==> src/rtl/tx_streamer_block_arbiter.sv <==
// rtl/tx_streamer_block_arbiter.sv - block-granular round-robin arbiter in front of tx_streamer
// Emits an optional channel header per block and an abort word when a granted block stalls.
module tx_streamer_block_arbiter #(
    parameter int          g_num_channels  = 4,
    parameter int          g_data_width    = 64,
    parameter bit          g_insert_header = 1'b1,
    parameter logic [15:0] g_header_tag    = 16'hB10C,
    parameter logic [15:0] g_abort_tag     = 16'hDEAD,
    parameter int          g_timeout       = 256
) (
    input  logic                                   clk,
    input  logic                                   rst_n,
    input  logic [g_num_channels-1:0]              ch_req_i,
    input  logic [g_num_channels*g_data_width-1:0] ch_data_i,
    input  logic [g_num_channels-1:0]              ch_valid_i,
    input  logic [g_num_channels-1:0]              ch_last_i,
    output logic [g_num_channels-1:0]              ch_dreq_o,
    output logic [g_data_width-1:0]                tx_data_o,
    output logic                                   tx_valid_o,
    output logic                                   tx_last_o,
    input  logic                                   tx_dreq_i,
    output logic [g_num_channels-1:0]              grant_o,
    output logic                                   busy_o,
    output logic [15:0]                            abort_cnt_o
);
    localparam int N  = g_num_channels;
    localparam int W  = g_data_width;
    localparam int IW = $clog2(N);
    localparam logic [15:0] TO_LAST = 16'(g_timeout - 1);

    typedef enum logic [1:0] {S_IDLE, S_HDR, S_DATA, S_ABORT} state_t;

    state_t        state, state_nxt;
    logic [IW-1:0] gidx, gidx_nxt;
    logic [IW-1:0] rr_ptr, rr_ptr_nxt;
    logic [IW-1:0] g_next;
    logic [15:0]   to_cnt, to_cnt_nxt;
    logic [IW-1:0] sel;
    logic          sel_found;
    logic [IW:0]   cand;
    logic          emit, emit_last, abort_done;
    logic [W-1:0]  emit_data, hdr_word, abort_word;
    logic [W-1:0]  ch_word [N];

    for (genvar i = 0; i < N; i++) begin : g_unpack
        assign ch_word[i] = ch_data_i[i*W +: W];
    end

    // Descending scan so the candidate closest to rr_ptr is written last and wins.
    always_comb begin
        sel       = '0;
        sel_found = 1'b0;
        cand      = '0;
        for (int k = N - 1; k >= 0; k--) begin
            cand = {1'b0, rr_ptr} + (IW+1)'(k);
            if (cand >= (IW+1)'(N))
                cand = cand - (IW+1)'(N);
            if (ch_req_i[cand[IW-1:0]]) begin
                sel       = cand[IW-1:0];
                sel_found = 1'b1;
            end
        end
    end

    assign g_next = (gidx == IW'(N - 1)) ? '0 : gidx + 1'b1;

    always_comb begin
        hdr_word                = '0;
        hdr_word[W-1 -: 16]     = g_header_tag;
        hdr_word[7:0]           = 8'(gidx);
        abort_word              = '0;
        abort_word[W-1 -: 16]   = g_abort_tag;
        abort_word[7:0]         = 8'(gidx);
    end

    always_comb begin
        state_nxt  = state;
        gidx_nxt   = gidx;
        rr_ptr_nxt = rr_ptr;
        to_cnt_nxt = to_cnt;
        emit       = 1'b0;
        emit_last  = 1'b0;
        emit_data  = ch_word[gidx];
        abort_done = 1'b0;
        ch_dreq_o  = '0;
        case (state)
            S_IDLE: begin
                if (sel_found) begin
                    gidx_nxt   = sel;
                    to_cnt_nxt = '0;
                    state_nxt  = g_insert_header ? S_HDR : S_DATA;
                end
            end
            S_HDR: begin
                if (tx_dreq_i) begin
                    emit       = 1'b1;
                    emit_data  = hdr_word;
                    to_cnt_nxt = '0;
                    state_nxt  = S_DATA;
                end
            end
            S_DATA: begin
                ch_dreq_o[gidx] = tx_dreq_i;
                // A last-word acceptance takes priority over an expiring timeout.
                if (tx_dreq_i && ch_valid_i[gidx]) begin
                    emit       = 1'b1;
                    emit_data  = ch_word[gidx];
                    emit_last  = ch_last_i[gidx];
                    to_cnt_nxt = '0;
                    if (ch_last_i[gidx]) begin
                        state_nxt  = S_IDLE;
                        rr_ptr_nxt = g_next;
                    end
                end else if (to_cnt == TO_LAST) begin
                    state_nxt = S_ABORT;
                end else begin
                    to_cnt_nxt = to_cnt + 16'd1;
                end
            end
            S_ABORT: begin
                if (tx_dreq_i) begin
                    emit       = 1'b1;
                    emit_data  = abort_word;
                    emit_last  = 1'b1;
                    abort_done = 1'b1;
                    state_nxt  = S_IDLE;
                    rr_ptr_nxt = g_next;
                end
            end
            default: state_nxt = S_IDLE;
        endcase
    end

    always_ff @(posedge clk) begin
        if (!rst_n) begin
            state       <= S_IDLE;
            gidx        <= '0;
            rr_ptr      <= '0;
            to_cnt      <= '0;
            tx_data_o   <= '0;
            tx_valid_o  <= 1'b0;
            tx_last_o   <= 1'b0;
            abort_cnt_o <= '0;
        end else begin
            state      <= state_nxt;
            gidx       <= gidx_nxt;
            rr_ptr     <= rr_ptr_nxt;
            to_cnt     <= to_cnt_nxt;
            tx_valid_o <= emit;
            tx_last_o  <= emit_last;
            if (emit)
                tx_data_o <= emit_data;
            if (abort_done)
                abort_cnt_o <= abort_cnt_o + 16'd1;
        end
    end

    always_comb begin
        grant_o = '0;
        if (state != S_IDLE)
            grant_o[gidx] = 1'b1;
    end

    assign busy_o = (state != S_IDLE);

endmodule

==> config.mk <==
export PLATFORM = sky130hd
export DESIGN_NAME = tx_streamer_block_arbiter
export DESIGN_NICKNAME = d
export VERILOG_FILES = /design/src/rtl/tx_streamer_block_arbiter.sv
export SDC_FILE = /design/constraint.sdc
export NUM_CORES = 1
export LEC_CHECK = 0
export ABC_AREA = 0
export CELL_PAD_IN_SITES_DETAIL_PLACEMENT = 1
export CELL_PAD_IN_SITES_GLOBAL_PLACEMENT = 2
export CORE_MARGIN = 2
export CORE_UTILIZATION = 19
export DETAILED_ROUTE_END_ITERATION = 12
export GPL_TIMING_DRIVEN = 0
export PLACE_DENSITY_LB_ADDON = 0.1
export SYNTH_ARGS = -nofsm -noshare
export SYNTH_HDL_FRONTEND = slang
export SYNTH_SLANG_ARGS = --single-unit
export TNS_END_PERCENT = 5
==> constraint.sdc <==
create_clock -name clk -period 1.77 [get_ports clk]
set_input_delay 0.354 -clock clk [delete_from_list [all_inputs] [get_ports clk]]
set_output_delay 0.354 -clock clk [all_outputs]
set_load 0.05 [all_outputs]
==> results.tsv <==
stage	metric	value	unit
routing	WL/cell	21.2	um
clock_tree	clk sinks	104	
critical_path	critical path's largest stage delay	360	ps
clock_tree	CTS max path bufs	2	
floorplanning	Initial Util	19.2	%
flow_run	max_cap viols	0	
critical_path	Worst Setup Path Type	reg -> out	
synthesis	Yosys cell types	42	
floorplanning	Die W	179	um
global_route	first-pass GRT wire length	40400	um
placed_design	# port buffers	361	
sta	setup TNS	-9570	ps
synthesis	synth top area cells	dfxtp_1, mux4_2, a22o_1, nand2_1, nand3_1	
synthesis	Netlist Area Pre-Place	5830	um2
floorplanning	IO Pins	362	
sta	Worst-Margin Slew	636	ps
critical_path	Setup crit end kind	output pin	
finish	fillcell total	3417	
sta	final hold vios	0	
synthesis	Async SR Flop Fraction	0	%
synthesis	Mapped Nets	828	
floorplanning	chip height	179	um
finish	area delta synth->final	86.1	%
synthesis	Synth Register Bits	104	
global_route	largest net degree at the start of global routing	19	
worst_hold_path	Hold Crit Class	reg -> reg	
routing	via count	6095	
routing	initial DRC count	163	
finish	nets	1222	
synthesis	Commonest cells post-synth	dfxtp_1, mux4_2, nand2_1, a22o_1, nand3_1	
synthesis	Cells after Synth	551	
clock_tree	TritonCTS clock tree	done	
routing	routed wire length	28500	um
sta	f_max	509	MHz
critical_path	Req. time, crit path	1420	ps
synthesis	post-synth top area cell	dfxtp_1	
routing	number of routed nets with antenna violations	0	
clock_tree	H-tree Lvls	3	
sta	final setup vio count	83	
synthesis	most frequent cell after synthesis	dfxtp_1	
routing	drt drc	0	
floorplanning	CORE AREA	30400	um2
sta	Final WS setup	-195	ps
critical_path	Cell Chain, Critical Path	buf_12, buf_4, clkbuf_16, clkinv_8, ha_4, and3_4, buf_8	
clock_tree	clock root cell	clkbuf_16	
synthesis	Post-synth EDFFs	0	
synthesis	Syn Area/Cell	10.6	um2
synthesis	Seq/Total Area, Yosys	35.7	%
critical_path	Worst path top cell family by delay	buffers and inverters	
sta	fin. max-slew vios	0	
critical_path	startpoint types	flip-flop	
floorplanning	die area	32100	um2
synthesis	share of the synthesized area in the top cell type	35.7	%
power_and_ir_drop	leakage power	4.21	nW
critical_path	Slowest-stage cell, CP	dfxtp_4	
sta	final hold slack	469	ps
routing	DR vias/cell	4.53	
sta	RSZ-0062 raised after global routing	true	
power_and_ir_drop	power density over the cells	583	nW/um2
placed_design	DP HPWL	22900	um
clock_tree	clock buffer count from CTS	9	
floorplanning	row count	64	
global_route	Overflow after GRT	0	
synthesis	Ys Warns	0	
critical_path	critical path arrival	1610	ps
status	failing checks	setup timing	
synthesis	Primary FF master, synth	dfxtp_1	
sta	Final period util	111	%
placed_design	RD Place Congestion	0.746	
power_and_ir_drop	worst ir drop on vdd	0.443	mV
finish	fin util	35.7	%
critical_path	buffers and inverters on the worst path	5	
critical_path	critical path peak fanout	6	
sta	relative slew slack	57.3	%
status	status	complete, but fails checks	
clock_tree	clock slew at reported path FFs	80	ps
sta	Worst Clk Skew	9.62	ps
global_route	GRT Overall Usage	17.2	%
global_route	antenna violations before repair	3	
clock_tree	Skew-Pair Late Insertion Delay	360	ps
sta	clock period minus worst slack	1970	ps
global_route	vias in the first global route	6543	
finish	share of cells above drive strength 1	21.0	%
routing	drt first pass iters	4	
registers in the layout (all words and copies together) (netlist names):
signal and count:
tx_data_o 64, abort_cnt_o 16, to_cnt 16, rr_ptr 2
tx_valid_o 1, gidx 2, tx_last_o 1, state 2
worst reg2reg max path, stage by stage (launching register included):
cell	delay, ps
dfxtp_4	360
buf_12	120
mux4_2	610
and3_4	220
and2_4	200
clkbuf_16	170
a22o_1	170
per-layer routing:
layer  part of all wire, %  vias to the layer above  track usage [%]
met2                    52                      180             30.6
li1                      -                     2907                -
met4                   1.2                        4             3.63
met5                 0.081                        -                0
met3                   5.9                       18             4.69
met1                    41                     2986             20.7
where the power goes:
part / total [mW] / switching [mW] / internal, mW
logic: 1.88 / 0.806 / 1.08
registers: 2.44 / 0.0402 / 2.40
clock network: 2.00 / 1.03 / 0.970
metrics by stage:
stage	cell area [um2]	total power, mW	worst slack, ps	cells
floorplan	5850	3.31	-69.1	551
global placement	9960	4.27	-1230	1308
detailed placement	9960	4.28	-1230	1308
CTS	10600	6.41	-207	1339
global route	10900	6.63	-241	1345
finish	10900	6.33	-195	1346
worst paths after layout:
path / startpoint / end / slack, ps / depth (start not counted)
max: gidx[0] / ch_dreq_o[2] / -200 / 7
min: tx_data_o[13] / tx_data_o[13] / 470 / 2
max reg2reg: gidx[0] / tx_data_o[19] / -190 / 6
min reg2reg: tx_data_o[13] / tx_data_o[13] / 470 / 2
cells in the final DEF (no fill, tap or decap), drive strengths merged, types with 2 or more instances in the layout:
master,count
o31ai,5
nand2,61
and4,3
nor3,8
and2,21
nor3b,4
o311ai,2
mux2,2
clkinvlp,2
o211a,2
nor2,17
a21boi,18
ha,6
nand2b,2
a21oi,15
dfxtp,104
nor4,3
a31oi,15
nor2b,6
clkinv,3
dlygate4sd2,81
or3,2
nand3,28
xnor2,5
o21a,2
mux4,64
a22o,36
clkbuf,36
a41oi,3
inv,6
o21ai,25
nand4,10
xor2,10
dlymetal6s2s,3
o41ai,3
mux2i,4
buf,51
and3,11
clkdlybuf4s50,266
cell families after synthesis:
group                    share of synthesized area, %
AO/OA/AOI/OAI                                    15.5
XOR/XNOR                                         2.25
adder cells (fa/ha/maj)                          1.29
buffers and inverters                            4.48
flip-flops                                       35.7
multiplexers                                     25.8
AND/OR/NAND/NOR                                  15.0
final cells by class:
class / instances / area (um2) / area share (%)
inverters: 5 / 38.8 / 0.357
well taps: 396 / 495 / 4.57
repair buffers: 384 / 3790 / 34.9
flip-flops and latches: 104 / 2090 / 19.3
diodes: 1 / 2.50 / 0.0231
clock buffers: 9 / 225 / 2.08
multi-input cells: 396 / 3690 / 34.0
clock inverters: 6 / 52.6 / 0.484
plain buffers: 45 / 460 / 4.24
repair_timing:
item                                   in CTS  in global routing
hold buffers                                0                  0
resized for setup                         249                 54
setup endpoints to repair                 193                 97
buffers inserted                           16                  3
endpoints found under the hold margin       0                  0
gates cloned                                1                  4
pin swaps                                  22                 23
No activity file was read; power rests on OpenSTA's default activity.
==> edit 1: new RTL, same flow settings <==
The parameter `g_num_channels` goes from 4 to 2.
--- a/src/rtl/tx_streamer_block_arbiter.sv
+++ b/src/rtl/tx_streamer_block_arbiter.sv
@@ -3,3 +3,3 @@
 module tx_streamer_block_arbiter #(
-    parameter int          g_num_channels  = 4,
+    parameter int          g_num_channels  = 2,
     parameter int          g_data_width    = 64,
Ports: changed (6 resized); port bits go from 362 to 224. The function was not compared with the original's and may differ.
==> edit 1 against the original RTL <==
Via count down 12%. Critical path depth shrank 2. Power fell by 1.8%. Area after synthesis shrank 16%. Clock skew increased by 3.9 ps. Setup slack better by 210 ps. Design area down 24%. Largest power group unchanged. Wire length decreased by 25%. Sequential cell count shrank 2.
==> edit 1: results (changes against the original RTL) <==
grt_pass1_vias: 5709  # -13%
met1_length_mm: 9.05  # -23%
synth_cell_types: 51  # +21%
status: "completed"
grt_use_met2_pct: 26.5  # -4.1 points
routed-wl-met3_mm: 1.45  # -13%
final_layout_size_suffix_gt1_share_pct: 14.6  # -6.3 points
reg2reg_slack_ps: 10  # +200 ps
use_met1_pct: 19.3  # -1.4 points
design_area_um2: 8260  # -24%
avgSynthCellArea_um2: 8.52  # -19%
ys_top_cells_by_count: "nor2_1, dfxtp_1, mux2i_1, a31oi_1, nand2_1"
holdPathStages: 3  # +1
p_leak_nw: 3.27  # -23%
grt_usage_pct: 15.8  # -1.4 points
worstHoldPathType: "primary input to flip-flop"
post_dp_cell_area_um2: 7550  # -24%
nNetsFinal: 969  # -21%
r2r_cells: 5  # -1
dpl.hpwl_mm: 16.4  # -29%
netlist_top_cells_area: "dfxtp_1, mux2i_1, nor2_1"
first_iter_violations: 184  # +13%
irDropWorstVdd_mv: 0.365  # -18%
route.met2.wl_mm: 10.4  # -29%
grt_max_degree: 17  # -2
drt-vias-per-instance: 4.59  # +1.4%
avgRoutedWirePerCell_um: 18.3  # -14%
worst_pin_slew_ps: 780  # +144 ps
edit 1: cell count changes in the layout (fill, tap and decap cells not counted), moves of 14 or more:
| cell | before | now |
|---|---|---|
| mux2i_1 | 4 | 64 |
| nand2_1 | 59 | 26 |
| a22o_1 | 36 | 0 |
| a31oi_1 | 15 | 35 |
| nor2_1 | 14 | 106 |
| clkdlybuf4s50_1 | 266 | 132 |
| nand3_1 | 27 | 12 |
| a21oi_1 | 9 | 23 |
| a211oi_1 | 0 | 26 |
| buf_8 | 15 | 1 |
| mux4_2 | 64 | 0 |
edit 1: power by group through the flow:
stage                     registers (mW)  clock network [mW]  logic (mW)
after floorplan                     2.69                   0       0.561
after global placement              2.47                   0        1.46
after detailed placement            2.47                   0        1.48
after CTS                           2.42                2.28        1.59
after global routing                2.43                2.36        1.72
final                               2.42                2.20        1.59
edit 1: worst max-delay path: stages (launching register included):
cell	delay, ps
dfxtp_4	440
mux2_4	340
a21oi_4	200
nand2_2	120
or4_4	490
nand3_1	90
edit 1: final cells by class:
cell class,instances,share of cell area (%)
multi-input cells,422,34.6
repair buffers,246,28.4
inverters,7,0.364
well taps,330,5.00
clock buffers,9,2.73
plain buffers,42,2.94
flip-flops and latches,102,25.0
clock inverters,5,1.01
edit 1: cells by family (layout without fill, tap and decap cells):
group | Yosys count | after routing | synth area share [%]
adders and majority gates | 2 | 2 | 0.509
AOI/OAI and AO/OA | 133 | 133 | 17.8
DFF | 102 | 102 | 41.5
and+or+nand+nor | 209 | 209 | 19.8
xor gates and xnor gates | 12 | 12 | 2.14
buffers and inverters | 53 | 309 | 4.66
muxes | 66 | 66 | 13.5
edit 1: timing repair:
action / 4_1_cts / 5_1_grt
setup endpoints to repair: 178 / 94
buffers inserted: 12 / 13
resized for setup: 177 / 40
pin swaps: 9 / 11
==> edit 2: new RTL, same flow settings <==
Made on the original files. Encoding of `state_t`: now one-hot (4 bits for 4 states).
--- a/src/rtl/tx_streamer_block_arbiter.sv
+++ b/src/rtl/tx_streamer_block_arbiter.sv
@@ -30,3 +30,3 @@
 
-    typedef enum logic [1:0] {S_IDLE, S_HDR, S_DATA, S_ABORT} state_t;
+    typedef enum logic [3:0] {S_IDLE = 4'b0001, S_HDR = 4'b0010, S_DATA = 4'b0100, S_ABORT = 4'b1000} state_t;
 
Behaviour: no difference found for any inputs over 4 cycles, from zero or initial values and one cycle with rst_n low; so few cycles prove little.
==> edit 2 against the original RTL <==
The flow still finishes with violations (setup timing). Design area grew 5.6%. Critical path type is now flip-flop to flip-flop. Critical path depth increased by 1. Count of clock-buffer cells in the layout did not move. Wire length up 8.9%. Clock skew up 2.0 ps. Non-clock buffer count increased by 18. Via count is 4.1% higher. Setup slack got worse by 110 ps. Area after synthesis rose by 3.0%. Largest cell class unchanged. Sequential cell count up 2. Critical endpoint is now tx_data_o[53]$_SDFFE_PN0P_. Power rose by 10%. Largest power group unchanged.
==> edit 2: results (changes against the original RTL) <==
status: "finished, violations left"
failed_checks: "setup timing"
fin_skew_ps: 11.6  # +1.96 ps
netlist_top_cells_area: "dfxtp_1, mux4_2, a22o_1"
hp-start: "tx_data_o[0]$_SDFFE_PN0P_"
dpl.hpwl_mm: 24.9  # +8.7%
totalNegativeSetupSlack_ps: -22820  # -13250 ps
crit_required_ps: 2070  # +650 ps
first_iter_violations: 135  # -17%
nNetsFinal: 1231  # +0.74%
worst_pin_slew_ps: 692  # +56.9 ps
globalplace.congestion: 0.739  # -1.0%
antenna_found_initial: 7  # +4
synth_fp_nets: 817  # -1.3%
layout_setup_ws_ps: -310  # -114 ps
dp.cells: 1303  # -0.38%
holdPathEnd: "tx_data_o[0]$_SDFFE_PN0P_"
synth_seq_area_share_pct: 35.3  # -0.36 points
avgRoutedWirePerCell_um: 22.8  # +7.6%
irDropWorstVdd_mv: 0.482  # +8.8%
fillerInstances: 3385  # -0.94%
final_layout_size_suffix_gt1_share_pct: 25.5  # +4.6 points
final-setup-viol-count: 100  # +20%
clock_path_buffers: 2  # unchanged
holdWs_ps: 455  # -14.4 ps
p_leak_nw: 4.32  # +2.5%
grt_pass1_vias: 7040  # +7.6%
avgSynthCellArea_um2: 11.1  # +5.1%
r2r_end: "tx_data_o[53]$_SDFFE_PN0P_"
grt_usage_pct: 18.5  # +1.3 points
r2r_cells: 8  # +2
grt_max_degree: 20  # +1
synth_cell_types: 58  # +38%
vias: 6344  # +4.1%
ys_top_cells_by_count: "dfxtp_1, mux4_2, a22o_1, nor2_1, nand2_1"
edit 2: changes by cell type in the layout (fill, tap and decap cells not counted), sizes merged, moves of 12 or more:
cell / before / now
nor2: 17 / 33
a31oi: 15 / 0
o21ai: 25 / 13
a21boi: 18 / 0
or4: 0 / 12
a21oi: 15 / 28
and2: 21 / 4
buf: 51 / 76
nand3: 28 / 15
nand2: 61 / 28
edit 2: how the worst max path moves through the flow:
stage | start | endpoint | slack, ps | cells after the start
global route | gidx[0]$_SDFFE_PN0P_ | tx_data_o[57]$_SDFFE_PN0P_ | -370 | 7
detailed placement | tx_dreq_i | ch_dreq_o[2] | -1270 | 5
floorplan | gidx[0]$_SDFFE_PN0P_ | tx_data_o[58]$_SDFFE_PN0P_ | -120 | 7
finish | gidx[0]$_SDFFE_PN0P_ | tx_data_o[53]$_SDFFE_PN0P_ | -310 | 8
CTS | gidx[0]$_SDFFE_PN0P_ | tx_data_o[53]$_SDFFE_PN0P_ | -370 | 8
global placement | ch_req_i[0] | to_cnt[6]$_SDFFE_PN0P_ | -1270 | 7
edit 2: routing by layer:
layer,up-vias,share of wire (%),global-route usage (%)
li1,2973,-,-
met1,3134,37,19.9
met2,192,54,34.6
met3,39,6.6,5.42
met4,6,2.1,5.89
met5,-,0.10,0
edit 2: final cells by class:
cell class	count	area (um2)	share of cell area (%)
inverter	11	53.8	0.470
tap	402	503	4.39
buffer	45	503	4.39
timing repair buffer	402	3960	34.6
clock inverter	7	83.8	0.732
antenna	1	2.50	0.0218
sequential	106	2140	18.6
multi-input combinational	379	3990	34.8
clock buffer	9	225	1.97
edit 2: cell families (layout without fill, tap and decap cells):
logic type	after synthesis	after routing	synth area share, %
AND/OR/NAND/NOR	155	156	14.9
AO/OA/AOI/OAI	133	133	16.9
other	0	1	0
adder cells (fa/ha/maj)	6	6	1.25
buffers and inverters	56	474	4.50
XOR/XNOR	12	12	1.75
flip-flops	106	106	35.3
multiplexers	72	72	25.4
edit 2: timing repair:
action,in CTS,in global routing
gates cloned,3,1
buffers inserted,29,9
gates resized for setup,241,68
setup endpoints to repair,196,111
pin swaps,63,36
edit 2: where the power goes:
group	switching, mW	internal [mW]	leakage (nW)
Clock	1.08	1.13	0.154
Combinational	0.947	1.38	3.31
Sequential	0.0292	2.42	0.857
edit 2: critical path, stage by stage (launching register included):
cell      delay (ps)
dfxtp_4          370
buf_12           130
mux4_2           560
a211oi_4         300
nor3_4           100
buf_6            150
buf_6            110
nor2_4           140
a221o_1          160
edit 2: metrics by stage:
step	setup WS (ps)	instance area (um2)
final	-310	11500
after global routing	-370	11500
after CTS	-374	11100
after detailed placement	-1270	10200
after global placement	-1270	10200
after floorplan	-123	6110
